===== config.mk =====
export PLATFORM = sky130hd
export DESIGN_NAME = strm_rd_sched
export DESIGN_NICKNAME = d
export VERILOG_FILES = /design/src/rtl/aos_strm_pkg.sv /design/src/rtl/strm_rd_sched.sv
export SDC_FILE = /design/constraint.sdc
export NUM_CORES = 1
export LEC_CHECK = 0
export ABC_AREA = 1
export BUFFER_PORTS_ARGS = -buffer_cell sky130_fd_sc_hd__clkbuf_2
export CORE_AREA = 5 5 442 444
export DETAILED_ROUTE_END_ITERATION = 6
export DIE_AREA = 0 0 447 449
export GPL_TIMING_DRIVEN = 0
export PLACE_DENSITY_LB_ADDON = 0.3
export SLEW_MARGIN = 15
export SYNTH_ARGS = -nofsm -noshare
export SYNTH_HDL_FRONTEND = slang
export SYNTH_SLANG_ARGS = --single-unit

===== constraint.sdc =====
create_clock -name clk -period 8.6 [get_ports clk]
set_input_delay 1.29 -clock clk [delete_from_list [all_inputs] [get_ports clk]]
set_output_delay 1.29 -clock clk [all_outputs]
set_load 0.05 [all_outputs]

===== src/rtl/aos_strm_pkg.sv =====
// rtl/aos_strm_pkg.sv - stream buffer address map, depth and read-scheduler state type
package aos_strm_pkg;

    localparam logic [63:0] STRM_R_STAT    = 64'd0;
    localparam logic [63:0] STRM_W_STAT    = 64'd64;
    localparam logic [63:0] STRM_FR_STAT   = 64'd128;
    localparam logic [63:0] STRM_FW_STAT   = 64'd192;
    localparam logic [63:0] STRM_DATA_ADDR = 64'd256;

    localparam int STRM_DATA_FIFO_LD = 14;

    typedef enum logic [2:0] {
        IDLE,
        POLL_AR,
        POLL_R,
        WAIT,
        DATA_AR,
        DATA_R
    } strm_rd_state_t;

    // Beats in the next data burst: whatever credit is available, capped at the burst limit
    function automatic int burst_beats(input int avail, input int max_burst);
        return (avail > max_burst) ? max_burst : avail;
    endfunction

endpackage


===== src/rtl/strm_rd_sched.sv =====
// rtl/strm_rd_sched.sv - stream buffer read scheduler (credit poll + bursts), optional STRM_RD_SCHED_STATS_EN counters
module strm_rd_sched
    import aos_strm_pkg::*;
#(
    parameter int          DATA_FIFO_LD = STRM_DATA_FIFO_LD,
    parameter int          MAX_BURST    = 64,
    parameter int          POLL_GAP     = 16,
    parameter logic [15:0] ARID         = 16'd0
) (
    input  logic                  clk,
    input  logic                  rst,
    input  logic                  enable,
    output logic                  arvalid,
    input  logic                  arready,
    output logic [63:0]           araddr,
    output logic [7:0]            arlen,
    output logic [15:0]           arid,
    input  logic                  rvalid,
    output logic                  rready,
    input  logic [511:0]          rdata,
    input  logic                  ruser,
    input  logic [1:0]            rresp,
    input  logic                  rlast,
    output logic                  out_valid,
    input  logic                  out_ready,
    output logic [511:0]          out_data,
    output logic                  out_user,
    output logic                  out_last,
    output logic                  err,
    output logic [DATA_FIFO_LD:0] credits
`ifdef STRM_RD_SCHED_STATS_EN
    ,
    output logic [31:0]           stat_beats,
    output logic [31:0]           stat_polls
`endif
);

    localparam int CW = DATA_FIFO_LD + 1;
    localparam int GW = (POLL_GAP > 1) ? $clog2(POLL_GAP) : 1;
    localparam logic [CW:0] CRED_MAX = (CW + 1)'(1) << DATA_FIFO_LD;

    strm_rd_state_t state;
    logic [GW-1:0]  gap_cnt;
    logic [CW:0]    poll_sum;
    logic [CW-1:0]  poll_total;
    logic [7:0]     len_from_credits;
    logic [7:0]     len_from_poll;
    logic           r_hs;
    logic           out_hs;

    assign arid      = ARID;
    assign rready    = (state == POLL_R) || ((state == DATA_R) && out_ready);
    assign out_valid = (state == DATA_R) && rvalid;
    assign out_data  = rdata;
    assign out_user  = ruser;
    assign out_last  = rlast;
    assign r_hs      = rvalid && rready;
    assign out_hs    = out_valid && out_ready;

    // New credit total after folding in a poll beat, clipped at the buffer depth
    always_comb begin
        poll_sum   = {1'b0, credits} + {1'b0, rdata[DATA_FIFO_LD:0]};
        poll_total = (poll_sum > CRED_MAX) ? CRED_MAX[CW-1:0] : poll_sum[CW-1:0];
    end

    // Burst length for a data AR launched from the held count or straight from a poll result
    always_comb begin
        len_from_credits = 8'(burst_beats(int'(credits), MAX_BURST) - 1);
        len_from_poll    = 8'(burst_beats(int'(poll_total), MAX_BURST) - 1);
    end

    // Scheduler FSM: one outstanding AR at a time, AR fields registered and held until accepted
    always_ff @(posedge clk) begin
        if (rst) begin
            state   <= IDLE;
            credits <= '0;
            gap_cnt <= '0;
            err     <= 1'b0;
            arvalid <= 1'b0;
            araddr  <= '0;
            arlen   <= '0;
        end else begin
            if (r_hs && (rresp != 2'b00)) begin
                err <= 1'b1;
            end
            case (state)
                IDLE: begin
                    if (enable) begin
                        arvalid <= 1'b1;
                        if (credits == '0) begin
                            state  <= POLL_AR;
                            araddr <= STRM_R_STAT;
                            arlen  <= 8'd0;
                        end else begin
                            state  <= DATA_AR;
                            araddr <= STRM_DATA_ADDR;
                            arlen  <= len_from_credits;
                        end
                    end
                end
                POLL_AR: begin
                    if (arready) begin
                        arvalid <= 1'b0;
                        state   <= POLL_R;
                    end
                end
                POLL_R: begin
                    if (rvalid) begin
                        credits <= poll_total;
                        if (!enable) begin
                            state <= IDLE;
                        end else if (poll_total == '0) begin
                            state   <= WAIT;
                            gap_cnt <= '0;
                        end else begin
                            state   <= DATA_AR;
                            arvalid <= 1'b1;
                            araddr  <= STRM_DATA_ADDR;
                            arlen   <= len_from_poll;
                        end
                    end
                end
                WAIT: begin
                    if (!enable) begin
                        state <= IDLE;
                    end else if (gap_cnt == GW'(POLL_GAP - 1)) begin
                        state   <= POLL_AR;
                        arvalid <= 1'b1;
                        araddr  <= STRM_R_STAT;
                        arlen   <= 8'd0;
                    end else begin
                        gap_cnt <= gap_cnt + GW'(1);
                    end
                end
                DATA_AR: begin
                    if (arready) begin
                        arvalid <= 1'b0;
                        credits <= credits - CW'({1'b0, arlen} + 9'd1);
                        state   <= DATA_R;
                    end
                end
                DATA_R: begin
                    if (out_hs && rlast) begin
                        state <= IDLE;
                    end
                end
                default: begin
                    state <= IDLE;
                end
            endcase
        end
    end

`ifdef STRM_RD_SCHED_STATS_EN
    // Forwarded-beat and poll-request counters, wrapping at 2^32
    always_ff @(posedge clk) begin
        if (rst) begin
            stat_beats <= 32'd0;
            stat_polls <= 32'd0;
        end else begin
            if (out_hs) begin
                stat_beats <= stat_beats + 32'd1;
            end
            if ((state == POLL_AR) && arready) begin
                stat_polls <= stat_polls + 32'd1;
            end
        end
    end
`endif

endmodule

==> flow_summary.json <==
{
  "hp-class": "register to register",
  "drive_gt1_share_pct": 64.4,
  "worstHoldStart": "araddr[8]",
  "cpMaxStageDelayCell": "fa_1",
  "synth_area_mm2": 0.00814,
  "relSlewSlack_pct": 43.1,
  "path_class": "input pin to register",
  "critPathBufInv": 3,
  "worst_slack_ns": 3.99,
  "dieHeight_um": 449,
  "first_pass_iters": 5,
  "worst_ep_required_time_ns": 8.82,
  "grt_max_degree": 11,
  "cts_made_buffers": 5,
  "via_count": 9816,
  "htree_levels": 2,
  "grt_pass1_wl_um": 107000,
  "clk-insertion-delay-late_ns": 0.29,
  "syn_inst": 1223,
  "tightest_slew_ns": 0.850,
  "dpl.hpwl_um": 86800,
  "routabilityCongestion": 1.03,
  "worst_setup_path_end_kind": "register",
  "timing.rr.start": "credits[0]",
  "rrSetupSlack_ns": 4.74,
  "drc": 0,
  "ioPinCount": 1143,
  "finalHoldViolCount": 0,
  "final_common_cell": "buf_4",
  "drtIter0Drc": 591,
  "maxCapViolations": 0,
  "grt.overflow.total": 0,
  "rsz0062_at_grt": "false",
  "fin_skew_ns": 0.00962,
  "holdPathEnd": "araddr[8]",
  "portBuffers": 565,
  "fp.dieArea_mm2": 0.201,
  "track_usage_pct": 8.31,
  "post_cts_resized": 0,
  "cts_num_sinks": 33,
  "finalPower_mw": 2.21,
  "drv_slew": 0,
  "p_per_area_mw_per_mm2": 151,
  "crit_chain": "clkbuf_2 -> ha_1 -> inv_1 -> fa_1 -> inv_1 -> nand3_1 -> nand2_2 -> nand3_1 -> nand3_1 -> nand2_1 -> nand2_1 -> nand2_1 -> nor2_1 -> nand3_2 -> nand2_4 -> nand2_4 -> nor2_2 -> nand2_2 -> a21oi_4 -> nand2_2 -> ha_1 -> o22ai_1 -> o21ai_0 -> a21oi_1",
  "max_stage_delay_ns": 0.40,
  "layout_min_cycle_time_ns": 4.61,
  "totalNegativeSetupSlack_ns": 0,
  "ys_seq_elements": 33,
  "clkTransAtPathRegs_ns": 0.06,
  "synth_edf_count": 0,
  "setup-violations-final": 0,
  "cts_tree": "built",
  "final_cell_mix": "buf_4 (593), clkbuf_2 (565), nand2_1 (167)",
  "place_ws_ns": 3.63,
  "critPathLaunchType": "input pin",
  "antenna_found_initial": 139,
  "min_period_over_period_pct": 53.6,
  "rows": 161,
  "cts-root-buf": "clkbuf_16",
  "synth_cell_types": 48,
  "area_growth_pct": 80.1,
  "holdBufCountCts": 0,
  "syn_avg_cell_area_um2": 6.65,
  "grt_pass1_vias": 9092,
  "critPathArrivalTime_ns": 4.83,
  "place_area_mm2": 0.0144,
  "die_w_um": 447,
  "start_util_pct": 4.26,
  "final_area_mm2": 0.0147,
  "seq_area_frac_synth_pct": 8.12,
  "nNetsFinal": 2423,
  "hold_depth": 2,
  "fillers": 22500,
  "core_mm2": 0.191,
  "holdWs_ns": 0.452,
  "wire_per_inst_um": 20.4,
  "multi_input_comb_area_mm2": 0.00285,
  "rr_worst_depth": 23,
  "viasPerCell": 2.22,
  "postCtsSetupBuffers": 0,
  "fmax_mhz": 217,
  "drt_wl_total_um": 90100,
  "vdd_drop_max_v": 0.0000926,
  "cp_max_fo": 7,
  "synth_flop_cell": "dfxtp_1",
  "path_depth": 24,
  "cpLargestDelayFamily": "simple AND/OR/NAND/NOR gates",
  "status": "finished, final reports clean",
  "cellLeakagePower_nw": 7.57,
  "clockBufferDepth": 2,
  "ant_nets": 0,
  "synthArstFlopShare_pct": 0,
  "synth_warnings": 0,
  "reg2reg_to": "arlen[1]",
  "regArea_um2": 661
}
stage by stage:
stage	utilization (%)	cells
after floorplan	-	1301
after global placement	7.54	4392
after detailed placement	7.54	4392
after CTS	7.63	4400
after global routing	7.64	4403
final	7.67	4425
worst min-delay path: stages (launching register included):
cell and delay [ns]:
dfxtp_1 0.30, inv_1 0.05, a21oi_1 0.05
final cells by class:
class / instances / share of cell area, %
Buffer: 604 / 30.7
Tap cell: 2526 / 21.6
Multi-Input combinational cell: 553 / 19.4
Timing Repair Buffer: 565 / 19.3
Sequential cell: 33 / 4.51
Inverter: 111 / 2.86
Clock buffer: 7 / 0.973
Antenna cell: 25 / 0.427
Clock inverter: 1 / 0.205
logic make-up after synthesis:
logic type	Yosys count	synth area share, %
xor+xnor	16	1.81
other cells	1	0.0461
compound gates	99	6.95
buf+inv	715	60.5
flops	33	8.12
fa+ha+maj	28	4.49
simple gates	331	18.1
layer usage:
layer	up-vias	routed length [um]	track usage, %	part of all wire (%)
li1	4459	-	-	-
met1	4392	31400	8.36	35
met2	660	42400	14.1	47
met3	181	13800	6.10	15
met4	124	1770	1.16	2.0
met5	-	789	0	0.88
registers in the layout, summed over array words and instances, names as in the netlist:
name	count
araddr	1
arlen	8
arvalid	1
credits	15
err	1
gap_cnt	4
state	3
synth_stat cells (2+ instances only):
cell	count	area share, %
buf_4	593	55
a21oi_1	45	2.8
inv_1	105	4.8
nand3_2	2	0.25
o21ai_0	25	1.5
nor2_4	2	0.28
dfxtp_1	33	8.1
nor3_1	5	0.31
a31oi_1	2	0.15
nand2_1	167	7.7
o21ai_1	5	0.31
o31ai_1	2	0.18
fa_1	2	0.49
nor2_1	67	3.1
nor4_1	2	0.15
nand4_1	9	0.69
ha_1	26	4.0
inv_2	4	0.18
clkbuf_1	7	0.32
nand3b_1	3	0.28
nand2_4	2	0.28
o211ai_1	11	1.0
nand3_1	43	2.6
and2_1	3	0.23
buf_2	3	0.18
nand2_2	16	1.2
nor2_2	5	0.38
xor2_1	11	1.2
xnor2_1	4	0.43
report_power, final:
| group | switching [mW] | leakage (nW) | internal (mW) |
|---|---|---|---|
| logic | 1.27 | 7.22 | 0.498 |
| clock network | 0.0759 | 0.0843 | 0.145 |
| registers | 0.0380 | 0.269 | 0.184 |
worst max path at each step:
stage,startpoint,endpoint,slack (ns)
2_1_floorplan,rdata[0],arlen[1],4.62
3_3_place_gp,rdata[0],arlen[2],3.64
3_5_place_dp,rdata[0],arlen[1],3.63
4_1_cts,rdata[0],arlen[1],3.92
5_1_grt,rdata[0],arlen[1],3.68
6_report,rdata[0],arlen[1],3.99
Note: power is estimated with default switching activity, not from simulation.
